## src/rtl/mux_pkg.sv

```systemverilog
// Shared types for the 2:1 mux select arbiter.
// State encoding and channel indices.
package mux_pkg;

  typedef enum logic [1:0] {
    IDLE = 2'b00,
    G0   = 2'b01,
    G1   = 2'b10
  } arb_state_t;

  localparam logic CH0 = 1'b0;
  localparam logic CH1 = 1'b1;

endpackage

```

## src/rtl/mux_sel_arbiter_hold_counter.sv

```systemverilog
// Saturating hold counter for the arbiter grant burst.
// Clear wins over count; tc flags the saturation value.
module hold_counter #(
  parameter int W     = 3,
  parameter int LIMIT = 3
) (
  input  logic clk,
  input  logic rst_n,
  input  logic clr,
  input  logic en,
  output logic tc
);

  localparam logic [W-1:0] TOP = W'(LIMIT);

  logic [W-1:0] cnt;

  assign tc = (cnt == TOP);

  // count cycles of the current grant, stopping at TOP
  always_ff @(posedge clk) begin
    if (!rst_n) begin
      cnt <= '0;
    end else if (clr) begin
      cnt <= '0;
    end else if (en && !tc) begin
      cnt <= cnt + 1'b1;
    end
  end

endmodule

```

## src/rtl/mux_sel_arbiter.sv

```systemverilog
// Round-robin arbiter driving the 2:1 bit mux select.
// Bursts are capped at MAX_HOLD cycles under contention.
module mux_sel_arbiter #(
  parameter int MAX_HOLD = 4
) (
  input  logic       clk,
  input  logic       rst_n,
  input  logic [1:0] req,
  output logic       sel,
  output logic [1:0] grant,
  output logic       busy
);

  import mux_pkg::*;

  localparam int CW = $clog2(MAX_HOLD + 1);
  localparam int CNT_W = (CW > 1) ? CW : 1;

  arb_state_t state;
  arb_state_t nxt;
  logic       last;
  logic       tc;
  logic       stay;

  // next grant: tie from idle goes to the channel not served last
  always_comb begin
    nxt = state;
    case (state)
      IDLE: begin
        unique case (1'b1)
          req == 2'b00: nxt = IDLE;
          req == 2'b01: nxt = G0;
          req == 2'b10: nxt = G1;
          default:      nxt = (last == CH0) ? G1 : G0;
        endcase
      end
      G0: begin
        if (!req[0] || (tc && req[1])) begin
          nxt = req[1] ? G1 : IDLE;
        end
      end
      G1: begin
        if (!req[1] || (tc && req[0])) begin
          nxt = req[0] ? G0 : IDLE;
        end
      end
      default: nxt = IDLE;
    endcase
  end

  assign stay = (nxt == state) && (state != IDLE);

  hold_counter #(
    .W     (CNT_W),
    .LIMIT (MAX_HOLD - 1)
  ) u_hold (
    .clk   (clk),
    .rst_n (rst_n),
    .clr   (!stay),
    .en    (stay),
    .tc    (tc)
  );

  // state register with outputs decoded from the next state
  always_ff @(posedge clk) begin
    if (!rst_n) begin
      state <= IDLE;
      grant <= 2'b00;
      busy  <= 1'b0;
      sel   <= CH0;
      last  <= CH1;
    end else begin
      state <= nxt;
      grant <= {nxt == G1, nxt == G0};
      busy  <= (nxt != IDLE);
      if (nxt == G0) begin
        sel  <= CH0;
        last <= CH0;
      end else if (nxt == G1) begin
        sel  <= CH1;
        last <= CH1;
      end
    end
  end

endmodule

```

## config.mk

```make
export PLATFORM = sky130hd
export DESIGN_NAME = mux_sel_arbiter
export DESIGN_NICKNAME = d
export VERILOG_FILES = /design/src/rtl/mux_pkg.sv /design/src/rtl/mux_sel_arbiter_hold_counter.sv /design/src/rtl/mux_sel_arbiter.sv
export SDC_FILE = /design/constraint.sdc
export NUM_CORES = 1
export LEC_CHECK = 0
export ABC_AREA = 1
export CAP_MARGIN = 30
export CORE_AREA = 4 4 41 43
export DETAILED_ROUTE_END_ITERATION = 12
export DIE_AREA = 0 0 45 47
export MAX_ROUTING_LAYER = met4
export PLACE_DENSITY = 0.64
export SYNTH_ARGS = -nofsm -noshare
export SYNTH_HDL_FRONTEND = slang
export SYNTH_SLANG_ARGS = --single-unit
```

## constraint.sdc

```tcl
create_clock -name clk -period 3.1 [get_ports clk]
set_input_delay 0.31 -clock clk [delete_from_list [all_inputs] [get_ports clk]]
set_output_delay 0.31 -clock clk [all_outputs]
set_load 0.02 [all_outputs]
```

* Word-level counts from Yosys, hierarchy flattened
Cells that the tools add are included.
** Storage, ports and cells
- Register bits :: 10
- Input bits :: 4
- Output and inout port bits :: 4
- Logic and storage cells :: 41
** Cells by class
- Add/subtract/negate cells :: 1
- Equality and inequality tests :: 8
- Mux-type cells :: 9
- Bitwise logic cells :: 1
- Reduce and logical (&&, ||, !) cells :: 16
** Operators by type and width (count)
- $pmux W2 S3 :: 2
- $mux W2 :: 4
- $eq A2 B1 Y1 const B :: 3
- $eq A2 B2 Y1 const B :: 3
- $reduce_bool A2 Y1 :: 3
- $logic_and A1 B1 Y1 :: 4
- $logic_not A2 Y1 :: 2
- $add A3 B1 Y3 const B :: 1
- $eq A3 B2 Y1 const B :: 1
- $logic_not A1 Y1 :: 3
- $mux W1 :: 3
- $eq A2 B2 Y1 :: 1
- $logic_or A1 B1 Y1 :: 2
- $reduce_and A2 Y1 :: 1
- $reduce_or A2 Y1 :: 1
- $not A1 Y1 :: 1

* Logic depth before layout (Yosys ltp)
- Word-level depth :: 8
- Gate-level depth with buffers :: 11

* Modules after synthesis
From an unflattened synthesis, not the netlist that was laid out.
** Second synthesis, totals
- Cell total of the unflattened synthesis :: 76
- Area, all modules :: 536.8 sq um
** Modules (own cells, without submodules)
- mux_sel_arbiter :: times used 1, cells each 52, area each 374.1 sq um, sequential area each 140.1 sq um
- hold_counter :: times used 1, cells each 24, area each 162.7 sq um, sequential area each 60.1 sq um

* Least setup slack after synthesis
Ideal clock, no wire load.
- Path kind :: reg-to-reg
- Start :: register u_hold.cnt[0]
- End :: register last
- Setup time :: 0.123 ns
- Arrival time :: 1.566 ns
- Data required time :: 2.977 ns
- Setup slack :: 1.411 ns
- Stages on the path, launching flop included :: 11
- Clock period less this slack :: 1.689 ns
- Cells stage by stage :: dfxtp_1 -> ha_1 -> ha_1 -> nand2_1 -> nand3_2 -> nand3_2 -> inv_1 -> ha_1 -> inv_1 -> a21oi_1 -> o21ai_0
** Between the ends
- Longest elaborated chain between the ends :: 7
- Elaborated cells on any way between the ends :: 12
- Classes of those cells :: 3 x eq/ne; 4 x mux; 5 x reduce/logical
** RTL lines
- start, declared :: RTL line mux_sel_arbiter_hold_counter.sv:16 : logic [W-1:0] cnt;
- start signal, assigned :: RTL line mux_sel_arbiter_hold_counter.sv:27 : cnt <= cnt + 1'b1;
- $eq A3 B2 Y1 * :: RTL line mux_sel_arbiter_hold_counter.sv:18 : assign tc = (cnt == TOP);
- $logic_and A1 B1 Y1, on equally long branches :: RTL line mux_sel_arbiter.sv:43, mux_sel_arbiter.sv:38
- $logic_or A1 B1 Y1, on equally long branches :: RTL line mux_sel_arbiter.sv:43, mux_sel_arbiter.sv:38
- $mux W2, on equally long branches :: RTL line mux_sel_arbiter.sv:43, mux_sel_arbiter.sv:38
- $pmux W2 S3 * :: RTL line mux_sel_arbiter.sv:28 : case (state)
- named net nxt[0] :: RTL line mux_sel_arbiter.sv:20 : arb_state_t nxt;
- $eq A2 B1 Y1 or $eq A2 B2 Y1 (tied branches) :: RTL line mux_sel_arbiter.sv:76, mux_sel_arbiter.sv:79
- $mux W1 or $reduce_bool A2 Y1 (tied branches)
- end signal, assigned :: RTL line mux_sel_arbiter.sv:71 : last <= CH1;
- end signal, assigned :: RTL line mux_sel_arbiter.sv:78 : last <= CH0;
- end signal, assigned :: RTL line mux_sel_arbiter.sv:81 : last <= CH1;
- end, declared :: RTL line mux_sel_arbiter.sv:21 : logic last;
The timed path passes the listed nets; every way through them passes the cells marked *.
A chain may end at the register's enable or synchronous reset.

* Final worst setup path
Same ends and word-level chain as after synthesis.

==> impl_metrics.yaml <==
run_status:
  run_status: "complete, no violations"
cells_and_area:
  multiInputGateArea_um2: 266.5
  syn_to_final_growth_pct: 21.76
  nets: 83
  fin_util_pct: 47.88
  nFillCells: 130
  seqCellArea_um2: 200.2
  diodes: 0
  layout-drive-gt1-share_pct: 19.44
global_routing:
  antenna_found_initial: 0
  grt_overflow: 0
  gr-usage-all-layers_pct: 10.89
  grt_max_degree: 8
  grt_pass1_wl_um: 1621
  grt_pass1_vias: 410
worst_setup_path:
  slowest_delay_ns: 0.35
  critPathMostFrequentCell: "ha_1"
  path_class: "reg2reg"
  cp.arrival_ns: 2.00
  cp-start-kind: "flop"
  critPathRequiredTime_ns: 3.25
  crit_chain: "ha_1 -> ha_1 -> nand2_2 -> nand2_1 -> nand4_1 -> nand3_2 -> inv_1 -> ha_1 -> inv_1 -> a21oi_1 -> o21ai_0"
  cp-end-kind: "flop"
  slowest_stage: "dfxtp_1"
  path_max_fanout: 7
yosys:
  synth_area_um2: 511.7
  synth_mux_area_share_pct: 0
  synthArstFlopShare_pct: 0
  netlist.top_cell.by_area: "dfxtp_1"
  synth.top_cells.by_count: "dfxtp_1, inv_1, nand2_1, nor2_1, ha_1"
  yosys_most_used_dff: "dfxtp_1"
  yosysTopAreaCellShare_pct: 39.12
  yosys.area_share.simple_pct: 32.27
  synth_xor_area_share_pct: 1.711
  ys_ff_latch: 10
  synth-adder-area-share_pct: 12.22
  netlist_instances: 62
  synth_compound_area_share_pct: 5.868
  ys_types: 20
  yosysSeqAreaShare_pct: 39.12
  synth_fp_nets: 71
  netlist_top_cells_area: "dfxtp_1, ha_1, inv_1"
  synth.avg_cell_area_um2: 8.254
  synth_top_family_by_area: "simple AND/OR/NAND/NOR gates"
  synth_edf_count: 0
  yosys_warnings: 0
min_path:
  hold_class: "reg2reg"
clock_network:
  clk_latency_ns: 0.26
  cts_resized: 0
  cts_buffer_depth: 2
  clkSinkCount: 10
  cts_setup_buffers: 0
  cts_hold_buf: 0
  cts_max_level: 1
  numCtsBuffers: 3
  clkTransAtPathRegs_ns: 0.06
  cts_tree: "built"
  clockRootBuffer: "clkbuf_4"
detailed_routing:
  wl_met1_um: 433
  ant_nets: 0
  met3_length_um: 50
  top_layer: "met4"
  firstDrtPassIters: 4
  drc: 0
  wl_um: 852
  vias_per_cell: 4.770
  met2_length_um: 341
  drt_iter0_drc: 4
  route.vias.total: 415
  wl_per_cell_um: 9.793
sta:
  slew_violations: 0
  tns_ns: 0
  finalCritPeriodShare_pct: 59.62
  fmax_mhz: 541.0
  tightest_slew_ns: 0.2869
  setup_viol: 0
  hold_viol_final: 0
  grt_setup_unrepaired: "no"
  finalClockSkew_ns: 0.001574
  period_minus_slack_ns: 1.848
  relSlewSlack_pct: 80.87
floorplanning:
  core-area_um2: 1301
  fp.dieH_um: 47
  ios: 8
  die_width_um: 45
  placementRows: 13
  die-area_um2: 2115
  start_util_pct: 39.33
place:
  gp_congestion: 0.7357
  dpl.hpwl_um: 659.5
  io_buffers: 7
power:
  powerDensity_nw_per_um2: 568.6
  power_leakage_nw: 0.3170
  irDropWorstVdd_mv: 0.3137
run:
  cap_violations: 0
==> through the flow <==
step | hold slack, ns | power, mW | cell area (um^2) | setup WS, ns | cells
floorplan | 0.4076 | 0.2335 | 511.7 | 1.411 | 62
global placement | 0.4635 | 0.2692 | 600.6 | 1.173 | 84
detailed placement | 0.4793 | 0.2707 | 600.6 | 1.141 | 84
CTS | 0.4948 | 0.3592 | 623.1 | 1.220 | 87
global route | 0.5259 | 0.3829 | 623.1 | 1.050 | 87
finish | 0.4831 | 0.3543 | 623.1 | 1.252 | 87
==> flip-flops by register name, indices dropped and copies added, names as in the netlist <==
signal      count
sel             1
grant           2
state           2
u_hold.cnt      3
busy            1
last            1
==> worst max-delay path, delay by kind of cell (launching register included) <==
family / cells / cell delay [ns]
compound gates: 2 / 0.18
fa+ha+maj: 3 / 0.74
buf+inv: 2 / 0.12
flops: 1 / 0.35
simple gates: 4 / 0.36
==> placed cells by master, fill, tap and decap left out, drive strengths merged <==
cell	n
nor3	1
inv	12
nand3	7
or2	1
o21ai	1
nor2b	1
o211ai	2
a21oi	2
ha	5
nand2	10
nand4	2
clkdlybuf4s50	7
nor2	7
xor2	1
dfxtp	10
clkbuf	3
==> where the power goes <==
part / switching (mW) / internal (mW)
combinational: 0.0610 / 0.0472
sequential: 0.0101 / 0.148
clock: 0.0430 / 0.0448
total: 0.114 / 0.240
==> final cells by class <==
class                      instances  share of cell area [%]
clock buffer                       3                   3.614
inverter                          12                   7.229
multi-input combinational         40                   42.77
sequential                        10                   32.13
tap                               15                   3.012
timing repair buffer               7                   11.24
==> cell families (layout without fill, tap and decap cells) <==
kind of cell / Yosys count / after routing
adders and majority gates: 5 / 5
xor gates and xnor gates: 1 / 1
AOI/OAI and AO/OA: 5 / 5
DFF: 10 / 10
and+or+nand+nor: 29 / 29
buffers and inverters: 12 / 22
==> metal layers <==
metal | track usage [%] | up-vias
met1 | 13.56 | 178
met4 | 8.772 | 0
met5 | - | -
met3 | 1.149 | 4
met2 | 15.82 | 11
li1 | - | 222
==> final timing paths <==
path | startpoint | end | slack (ns) | cells past startpoint
worst max-delay path | u_hold.cnt[0] | last | 1.25 | 11
worst max register to register | u_hold.cnt[0] | last | 1.25 | 11
worst min register to register | u_hold.cnt[1] | u_hold.cnt[1] | 0.48 | 2
worst min-delay path | u_hold.cnt[1] | u_hold.cnt[1] | 0.48 | 2
Note: power is estimated with default switching activity, not from simulation.
